===== config.mk =====
export PLATFORM = sky130hd
export DESIGN_NAME = hex_resp_tx
export DESIGN_NICKNAME = d
export VERILOG_FILES = /design/src/rtl/hex_resp_tx.sv
export SDC_FILE = /design/constraint.sdc
export NUM_CORES = 1
export LEC_CHECK = 0
export ABC_AREA = 0
export ABC_CLOCK_PERIOD_IN_PS = 5100
export CAP_MARGIN = 20
export CELL_PAD_IN_SITES_DETAIL_PLACEMENT = 1
export CELL_PAD_IN_SITES_GLOBAL_PLACEMENT = 2
export CORE_AREA = 2 2 105 107
export CTS_BUF_LIST = sky130_fd_sc_hd__clkbuf_16
export CTS_CLUSTER_DIAMETER = 80
export DETAILED_ROUTE_END_ITERATION = 10
export DIE_AREA = 0 0 107 109
export PLACE_DENSITY = 0.71
export SETUP_SLACK_MARGIN = 0.02
export SLEW_MARGIN = 20
export SYNTH_ARGS = -nofsm -noshare
export SYNTH_HDL_FRONTEND = slang
export SYNTH_SLANG_ARGS = --single-unit

===== constraint.sdc =====
create_clock -name clk_i -period 5.1 [get_ports clk_i]
set_input_delay 0.765 -clock clk_i [delete_from_list [all_inputs] [get_ports clk_i]]
set_output_delay 0.765 -clock clk_i [all_outputs]
set_load 0.01 [all_outputs]

===== src/rtl/hex_resp_tx.sv =====
// Formats a binary value as an ASCII hex line ("0x" prefix, MSB-first digits, CR/LF) and
// feeds it byte by byte into the uart_if tx_irq/tx_data/tx_busy handshake.
module hex_resp_tx #(
    parameter int unsigned DATA_WIDTH = 32,
    parameter int unsigned PREFIX_EN  = 1,
    parameter int unsigned EOL_CRLF   = 1
) (
    input  logic                  clk_i,
    input  logic                  rst_i,
    input  logic                  req_i,
    input  logic [DATA_WIDTH-1:0] req_data_i,
    output logic                  busy_o,
    output logic                  done_o,
    output logic                  tx_irq_o,
    output logic [7:0]            tx_data_o,
    input  logic                  tx_busy_i
);

    localparam int unsigned NumDigits = DATA_WIDTH / 4;
    localparam int unsigned PfxLen    = (PREFIX_EN != 0) ? 2 : 0;
    localparam int unsigned EolLen    = (EOL_CRLF != 0) ? 2 : 1;
    localparam int unsigned LineLen   = PfxLen + NumDigits + EolLen;
    localparam int unsigned IdxW      = $clog2(LineLen + 1);

    localparam logic [IdxW-1:0] LastIdx = IdxW'(LineLen - 1);
    localparam logic [IdxW-1:0] EolLo   = IdxW'(PfxLen + NumDigits);

    typedef enum logic [1:0] {
        StIdle,
        StSend,
        StHold,
        StDone
    } state_e;

    state_e                state_q, state_d;
    logic [IdxW-1:0]       idx_q, idx_d;
    logic [DATA_WIDTH-1:0] shift_q, shift_d;
    logic                  busy_q, done_q, tx_irq_q;
    logic [7:0]            tx_data_q;
    logic                  fire_d;
    logic [7:0]            byte_d;

    function automatic logic in_prefix(input logic [IdxW-1:0] idx);
        return (PREFIX_EN != 0) && (idx < IdxW'(2));
    endfunction

    function automatic logic [7:0] hex_ascii(input logic [3:0] nib);
        return (nib < 4'd10) ? (8'h30 + {4'h0, nib}) : (8'h37 + {4'h0, nib});
    endfunction

    function automatic logic [7:0] line_byte(input logic [IdxW-1:0] idx, input logic [3:0] nib);
        if (in_prefix(idx)) begin
            return (idx == '0) ? 8'h30 : 8'h78;
        end
        if (idx < EolLo) begin
            return hex_ascii(nib);
        end
        if ((EOL_CRLF != 0) && (idx == EolLo)) begin
            return 8'h0D;
        end
        return 8'h0A;
    endfunction

    // A pulse is visible for the whole SEND cycle in which it is issued, so tx_irq_q
    // means "the byte at idx_q goes out now".
    always_comb begin
        state_d = state_q;
        idx_d   = idx_q;
        shift_d = shift_q;
        unique case (state_q)
            StIdle, StDone: begin
                if (req_i) begin
                    state_d = StSend;
                    idx_d   = '0;
                    shift_d = req_data_i;
                end else begin
                    state_d = StIdle;
                end
            end
            StSend: begin
                if (tx_irq_q) begin
                    idx_d = idx_q + 1'b1;
                    if (!in_prefix(idx_q) && (idx_q < EolLo)) begin
                        shift_d = shift_q << 4;
                    end
                    state_d = (idx_q == LastIdx) ? StDone : StHold;
                end
            end
            StHold: begin
                state_d = StSend;
            end
            default: begin
                state_d = StIdle;
            end
        endcase
    end

    // Outputs are registered from next-state values; the pulse decision for the coming
    // SEND cycle uses tx_busy_i sampled in the cycle before it.
    always_comb begin
        fire_d = (state_d == StSend) && !tx_busy_i;
        byte_d = line_byte(idx_d, shift_d[DATA_WIDTH-1 -: 4]);
    end

    always_ff @(posedge clk_i or posedge rst_i) begin
        if (rst_i) begin
            state_q   <= StIdle;
            idx_q     <= '0;
            shift_q   <= '0;
            busy_q    <= 1'b0;
            done_q    <= 1'b0;
            tx_irq_q  <= 1'b0;
            tx_data_q <= 8'h00;
        end else begin
            state_q  <= state_d;
            idx_q    <= idx_d;
            shift_q  <= shift_d;
            busy_q   <= (state_d == StSend) || (state_d == StHold);
            done_q   <= (state_d == StDone);
            tx_irq_q <= fire_d;
            if (fire_d) begin
                tx_data_q <= byte_d;
            end
        end
    end

    assign busy_o    = busy_q;
    assign done_o    = done_q;
    assign tx_irq_o  = tx_irq_q;
    assign tx_data_o = tx_data_q;

endmodule


# Word-level counts from Yosys, hierarchy flattened
# Cells that the tools add are included.
[word_totals]
out_inout_bits = 11
in_bits = 36
reg_bits = 49
[op_classes]
reduce_logical = 10
n_mux = 25
n_addsub = 3
n_lt_le_gt_ge = 5
n_eq_ne = 11
[ops]
columns = ["op", "count"]
rows = [
  ["$mux 32", 3],
  ["$pmux 32 s2", 1],
  ["$mux 8", 6],
  ["$add 6x4->7 const A", 2],
  ["$mux 7", 2],
  ["$lt 4x4->1 const B", 3],
  ["$eq 2x2->1 const B", 4],
  ["$eq 4x4->1 const B", 2],
  ["$lt 4x2->1 const B", 2],
  ["$mux 1", 8],
  ["$mux 4", 2],
  ["$pmux 4 s2", 1],
  ["$ne 2x2->1 const B", 3],
  ["$pmux 2 s3", 1],
  ["$add 4x1->4 const B", 1],
  ["$eq 2x1->1 const B", 2],
  ["$logic_not 4->1", 1],
  ["$reduce_and 4->1", 1],
  ["$logic_and 1x1->1", 2],
  ["$logic_not 1->1", 2],
  ["$logic_not 2->1", 1],
  ["$mux 2", 1],
  ["$reduce_bool 2->1", 1],
  ["$reduce_or 2->1", 1],
  ["$logic_or 1x1->1", 1],
]

# Longest topological paths before layout
# Gate-level depths: netlist of run 1.
[logic_depth]
ltp_word = 13
mapped_depth = 12
depth_no_buf = 11

# Worst setup path before layout of run 1
# Ideal clock, no wire load.
[synth_path]
path_type = "reg-to-reg"
startpoint = "reg state_q[0]"
endpoint = "reg tx_data_q[1] (netlist: tx_data_o[1])"
arrival_time_ns = 2.297
path_stages_with_launch = 10
t_required_ns = 5.006
slack_ns = 2.710
cell_sequence = "dfrtp_1 > inv_1 > ha_1 > nor2b_4 > or3_1 > o21ai_0 > and2_1 > ha_1 > a22o_1 > a221oi_2"
[synth_via]
elab_chain_cells = 10
word_cells_on_any_way = 29
classes_between = "2 x add/sub; 3 x order compare; 5 x eq/ne; 16 x mux; 3 x reduce/logical"
[synth_rtl]
columns = ["element", "line", "source"]
rows = [
  ["start, declared", "35", "state_e state_q, state_d;"],
  ["start signal, assigned", "107", "state_q <= StIdle;"],
  ["start signal, assigned", "115", "state_q <= state_d;"],
  ["$eq 2x2->1 / $logic_not 2->1 (equally long branches)", "70", "unique case (state_q)"],
  ["$reduce_or 2->1", "70", ""],
  ["$pmux 32 s2 / $pmux 4 s2 (equally long branches)", "70", ""],
  ["$add 6x4->7, or another cell as far along", "48", "return (nib < 4'd10) ? (8'h30 + {4'h0, nib}) : (8'h37 + {4'h0, nib});"],
  ["$mux 7 / $mux 1 (equally long branches)", "48, 58", ""],
  ["$mux 8 / $mux 1 (equally long branches)", "55, 58", ""],
  ["$mux 8 / $mux 1 (equally long branches)", "58, 55", ""],
  ["$mux 8", "61", "return 8'h0A;"],
  ["$mux 8", "58", "if ((EOL_CRLF != 0) && (idx == EolLo)) begin"],
  ["$mux 8", "55", "if (idx < EolLo) begin"],
  ["end signal, assigned", "122", "tx_data_q <= byte_d;"],
  ["end, declared", "39", "logic [7:0] tx_data_q;"],
]
# Parallel ways exist; a longest one is shown, timed or not. The select of a mux whose other input is x is not followed.
# A chain may end at the register's enable or synchronous reset.

# Worst setup path after layout of run 1
[layout_path]
startpoint = "reg state_q[1]"
endpoint = "reg tx_data_q[1] (netlist: tx_data_o[1])"
# The elaborated chain is that of the path after synthesis.

==> results of run 1 <==
==> kinds of logic (layout without fill, tap and decap cells) <==
family	count (synthesis)	after routing
adder cells (fa/ha/maj)	6	6
multiplexers	3	3
XOR/XNOR	1	1
AO/OA/AOI/OAI	78	78
buffers and inverters	29	68
flip-flops	48	48
AND/OR/NAND/NOR	66	66
other	1	1
==> final cells by class <==
cell class / instances / area [um^2]
Multi-Input combinational cell: 155 / 1216
Sequential cell: 48 / 1201
Clock buffer: 5 / 125.1
Clock inverter: 2 / 60.06
Inverter: 14 / 53.80
Tap cell: 140 / 175.2
Fill cell: 1183 / 7306
Timing Repair Buffer: 47 / 465.4
==> critical path, delay by kind of cell, from the launching register on <==
family                     cells  cell delay [ns]
AOI/OAI and AO/OA              3             0.66
buffers and inverters          2             0.37
DFF                            1             0.39
and+or+nand+nor                3             0.60
adders and majority gates      2             0.75
==> state kept, by name (all words and copies together) (netlist names) <==
register and cells:
shift_q 32, done_o 1, tx_irq_o 1, idx_q 4, state_q 2, busy_o 1
tx_data_o 7
==> cells in the mapped netlist (2+ instances only) <==
library cell and n:
a211oi_1 3, a21boi_0 2, a21oi_1 2, a21oi_2 2, a221o_1 24, a22o_1 12, a22oi_1 2, a22oi_4 2
a31oi_1 2, a32o_1 2, and3_1 24, buf_2 5, buf_6 5, clkbuf_1 2, clkbuf_2 2, dfrtp_1 48
ha_1 6, inv_1 12, mux2i_1 2, nand2_1 7, nand2b_1 4, nand3_1 2, nand4_1 2, nor2_1 12
nor2b_1 2, nor3_4 2, o211ai_1 2, o21ai_0 5, o21ai_1 5, o22ai_1 4, or3_1 2
==> routing by layer <==
metal  global-route usage  wire (um)  share of wire  up-vias
met3              0.02929        309          0.048        7
met5                    0          0              0        -
met4              0.02783         44         0.0068        0
met2               0.1938       2916           0.45       54
li1                     -          -              -      965
met1               0.1641       3204           0.49     1019
==> worst min-delay path by stage <==
stage                            start           end  slack (ns)
after CTS                   shift_q[3]    shift_q[3]        0.50
after floorplan            shift_q[28]   shift_q[28]        0.45
after detailed placement    shift_q[0]    shift_q[0]        0.48
after global placement    tx_data_o[5]  tx_data_o[5]        0.47
after global routing        shift_q[0]    shift_q[0]        0.51
final                     tx_data_o[5]  tx_data_o[5]        0.49
==> power by group through the flow <==
stage | logic, W | registers [W] | clock network, W
4_1_cts | 0.000965 | 0.000575 | 0.000430
3_5_place_dp | 0.000961 | 0.000580 | 0
6_report | 0.000951 | 0.000574 | 0.000420
2_1_floorplan | 0.000721 | 0.000571 | 0
5_1_grt | 0.00106 | 0.000591 | 0.000447
3_3_place_gp | 0.000951 | 0.000580 | 0
==> per-stage QoR <==
stage,worst slack [ns],std cells,util
2_1_floorplan,2.710,232,-
3_3_place_gp,2.074,404,0.2934
3_5_place_dp,1.994,404,0.2934
4_1_cts,2.199,411,0.3108
5_1_grt,1.882,411,0.3110
6_report,2.239,411,0.3110
==> flow_metrics.tcl, run 1 <==
set metrics [dict create \
    cts_hold_buf 0 \
    clk_path_buf_depth 2 \
    endpoint "tx_data_o[1]" \
    ant_nets 0 \
    fmax_ghz 0.3495 \
    finalSetupViolCount 0 \
    die_area_um2 11660 \
    synthCells 232 \
    powerDensity_nw_per_um2 589.9 \
    r2r-start "state_q[1]" \
    ys_types 55 \
    drtIter0Drc 102 \
    cp_common_cell "ha_1" \
    place_area_um2 3110 \
    synth_edf_count 0 \
    drc_errors 0 \
    synth.area.top_cells "dfrtp_1, a221o_1, and3_1, a22o_1, ha_1" \
    wl_per_cell_um 15.75 \
    synth_top_area_share 0.4662 \
    cts-root-buf "clkbuf_16" \
    synthFlopType "dfrtp_1" \
    synthSimpleGateAreaFrac 0.1564 \
    pwr-share-comb 0.489 \
    p_sw_w 0.0007728 \
    grt_pass1_wl_um 11200 \
    die-height_um 109 \
    htreeDepth 2 \
    status "complete, no violations" \
    final_cell_mix "dfrtp_1, clkdlybuf4s50_1, and3_1, a221o_1" \
    async_flop_share 1.000 \
    grtUsageTotal 0.1204 \
    synth_xor_area_frac 0.003400 \
    core_area_um2 10600 \
    n_antenna_cell 0 \
    final.period_utilization 0.5610 \
    dpl.hpwl_um 4521 \
    num_rows 38 \
    cts_made_buffers 5 \
    cp-end-kind "flip-flop" \
    synth-seq-area-share 0.4662 \
    slowest_stage "ha_1" \
    cts_resized 0 \
    layout-drive-gt1-share 0.1070 \
    grt_pass1_vias 2163 \
    place.gp.congestion 0.7563 \
    max_stage_delay_ns 0.47 \
    cts.sinks 48 \
    crit_type "reg2reg" \
    p_seq_frac 0.295 \
    hold_ws_ns 0.4861 \
    period_needed_ns 2.861 \
    setup_tns_ns 0 \
    synth.area.mux_share 0.01360 \
    r2r_slack_ns 2.24 \
    cts_tree "yes" \
    final_area_um2 3297 \
    slew_viol_final 0 \
    reg2reg_to "tx_data_o[1]" \
    syn-cell-area_um2 2576 \
    via_count 2045 \
    p_int_w 0.001172 \
    path_max_fanout 30 \
    crit_chain "inv_1 > ha_1 > nand3b_1 > nor3_4 > buf_4 > a22oi_1 > and2_1 > ha_1 > a22o_1 > a221oi_2" \
    cp-startpoint "state_q[1]" \
    worstMarginPinSlew_ns 0.9490 \
    synth_top_family_by_area "compound AO/OA/AOI/OAI gates" \
    min_path_type "reg2reg" \
    portBuffers 45 \
    fin_worst_skew_ns 0.005484 \
    cp-start-kind "flip-flop" \
    max-slew-margin-rel 0.3674 \
    r2r_cells 10 \
    synthAdderAreaFrac 0.02914 \
    sw_frac_of_total 0.3974 \
    via_per_inst 4.976 \
    pwr-share-clk 0.216 \
    layout_commonest_cell "dfrtp_1" \
    overflow 0 \
    max_cap_viol_count 0 \
    routed_wirelength_um 6474 \
    worstSkewPairLatency_ns 0.29 \
    syn2layout_area_growth_pct 27.97 \
    hold_violations 0 \
    rsz0062_at_grt "no" \
    ys_ff_latch 48 \
    crit_required_ns 5.30 \
    synth_compound_area_frac 0.2681 \
    yosys_warnings 0 \
    start_util 0.2430 \
    nNetsFinal 313 \
    synth_largest_area_cell "dfrtp_1" \
    ir_worst_vdd_uv 266.9 \
    die_w_um 107 \
    drt_pass1_iterations 4 \
    grt_max_degree 49 \
    post-cts-setup-buffer-count 0 \
    antenna_found_initial 0 \
    power_w 0.001945 \
    leakage_nw 1.515 \
    path_clk_slew_ns 0.07 \
    synth.avg_cell_area_um2 11.10 \
    arrival_ns 3.06 \
    ios 47 \
    whs_path_depth 2 \
    syn-num-nets 274 \
]
No activity file was read; power rests on OpenSTA's default activity.
==> inputs of run 2 (changes only) <==
--- a/config.mk
+++ b/config.mk
@@ -6,7 +6,7 @@
 export NUM_CORES = 1
 export LEC_CHECK = 0
 export ABC_AREA = 0
-export ABC_CLOCK_PERIOD_IN_PS = 5100
+export ABC_CLOCK_PERIOD_IN_PS = 2800
 export CAP_MARGIN = 20
 export CELL_PAD_IN_SITES_DETAIL_PLACEMENT = 1
 export CELL_PAD_IN_SITES_GLOBAL_PLACEMENT = 2
==> constraint.sdc (replaced) <==
create_clock -name clk_i -period 2.8 [get_ports clk_i]
set_input_delay 0.42 -clock clk_i [delete_from_list [all_inputs] [get_ports clk_i]]
set_output_delay 0.42 -clock clk_i [all_outputs]
set_load 0.01 [all_outputs]
==> run 2 against run 1 <==
- flip-flop and latch count unchanged
- worst setup slack worse by 2.0 ns
- design area grew 3.0%
- sequential share of layout area down 1.0 points
- highest routed layer unchanged
==> flow_metrics.tcl, run 2 (same netlist as run 1, synthesis figures left out) <==
set metrics [dict create \
    status "complete, no violations" \
    r2r-start "state_q[0]" \
    htreeDepth 2 \
    fin_worst_skew_ns 0.007100 \
    drtIter0Drc 63 \
    place.gp.congestion 0.8464 \
    clk_path_buf_depth 2 \
    n_antenna_cell 0 \
    path_depth 9 \
    top_register "shift_q" \
    final.period_utilization 0.9063 \
    grt_max_degree 29 \
    cp-end-kind "flip-flop" \
    antenna_found_initial 0 \
    cts-root-buf "clkbuf_16" \
    wl_per_cell_um 16.06 \
    ir_worst_vdd_uv 444.8 \
    place_area_um2 3201 \
    syn2layout_area_growth_pct 31.76 \
    path_max_fanout 7 \
    layout_commonest_cell "dfrtp_1" \
    powerDensity_nw_per_um2 1091 \
    num_rows 38 \
    max_stage_delay_ns 0.38 \
    period_needed_ns 2.538 \
    core_area_um2 10600 \
    overflow 0 \
    crit_chain "inv_1 > ha_1 > nor2b_4 > or3_1 > o21ai_0 > and2_1 > ha_1 > a22o_1 > a221oi_2" \
    max_cap_viol_count 0 \
    register_area_um2 1201 \
    final_area_um2 3395 \
    p_int_w 0.002240 \
    sw_frac_of_total 0.3953 \
    portBuffers 45 \
    cp_common_cell "ha_1" \
    dpl.hpwl_um 4994 \
    cp-start-kind "flip-flop" \
    arrival_ns 2.74 \
    path_buf_inv 1 \
    die_w_um 107 \
    routed_wirelength_um 6809 \
    setup_tns_ns 0 \
    via_count 2077 \
    largest_reg_flops 32 \
    grt_pass1_wl_um 11470 \
    die-height_um 109 \
    grtUsageTotal 0.1240 \
    pwr-share-comb 0.508 \
    die_area_um2 11660 \
    hold_violations 0 \
    via_per_inst 4.899 \
    cts.sinks 48 \
    ios 47 \
    cts_hold_buf 0 \
    drt_pass1_iterations 4 \
    grt_pass1_vias 2223 \
    pwr-share-clk 0.213 \
    final_cell_mix "dfrtp_1, clkdlybuf4s50_1, and3_1, a221o_1, buf_4" \
    cts_tree "yes" \
    cts_resized 0 \
    crit_required_ns 3.00 \
    crit_type "reg2reg" \
    r2r_slack_ns 0.26 \
    critPathTopFamily "simple AND/OR/NAND/NOR gates" \
    start_util 0.2430 \
    drc_errors 0 \
    p_seq_frac 0.278 \
    reg2reg_to "tx_data_o[1]" \
    slew_viol_final 0 \
    finalSetupViolCount 0 \
    nNetsFinal 325 \
    min_path_type "in2async" \
    n_fill_cell 1176 \
    multi_input_area_um2 1216 \
    endpoint "tx_data_o[1]" \
    worstSkewPairLatency_ns 0.29 \
    path_clk_slew_ns 0.07 \
    layout-drive-gt1-share 0.1479 \
    r2r_cells 9 \
    fmax_ghz 0.3941 \
    cp-startpoint "state_q[0]" \
    cts_made_buffers 5 \
    rsz0062_at_grt "no" \
    post-cts-setup-buffer-count 0 \
    p_sw_w 0.001464 \
    slowest_stage "or3_1" \
    ant_nets 0 \
    leakage_nw 1.578 \
]
-- run 2: cell types whose count changed in the layout (fill, tap and decap cells not counted), sizes merged --
cell / change
clkinv: -1
buf: +12
inv: +2
-- run 2: final cells by class --
cell class / instances / share of cell area
clock buffers: 5 / 0.03686
clock inverters: 3 / 0.02027
inverters: 14 / 0.01548
multi-input cells: 155 / 0.3583
flip-flops and latches: 48 / 0.3539
well taps: 140 / 0.05160
repair buffers: 59 / 0.1637
-- run 2: power groups by stage --
stage | clock (W) | sequential (W) | combinational, W
finish | 0.000790 | 0.00103 | 0.00188
CTS | 0.000807 | 0.00103 | 0.00191
floorplan | 0 | 0.00104 | 0.00131
global placement | 0 | 0.00104 | 0.00186
detailed placement | 0 | 0.00104 | 0.00190
global route | 0.000847 | 0.00106 | 0.00207
-- run 2: layer usage --
layer	share of wire	GRT usage
met3	0.043	0.03108
met2	0.47	0.2061
met1	0.48	0.1625
met5	0	0
met4	0.0075	0.03061
-- run 2: stage by stage --
step | util | setup slack (ns) | std cells | hold WS, ns | total power, W
floorplan | - | 0.4095 | 232 | 0.4532 | 0.002354
global placement | 0.3019 | 0.2096 | 416 | 0.4670 | 0.002901
detailed placement | 0.3019 | 0.1511 | 416 | 0.4790 | 0.002947
CTS | 0.3202 | 0.2614 | 424 | 0.3829 | 0.003753
global route | 0.3202 | 0.1273 | 424 | 0.3946 | 0.003979
finish | 0.3202 | 0.2623 | 424 | 0.3756 | 0.003704
-- run 2: worst min path at each step --
| stage | from | end | slack [ns] | depth (start not counted) |
|---|---|---|---|---|
| after CTS | rst_i | shift_q[16] | 0.38 | 2 |
| after global placement | tx_data_o[5] | tx_data_o[5] | 0.47 | 2 |
| after global routing | rst_i | shift_q[23] | 0.39 | 2 |
| final | rst_i | shift_q[20] | 0.38 | 2 |
| after floorplan | shift_q[28] | shift_q[28] | 0.45 | 2 |
| after detailed placement | tx_data_o[5] | tx_data_o[5] | 0.48 | 2 |
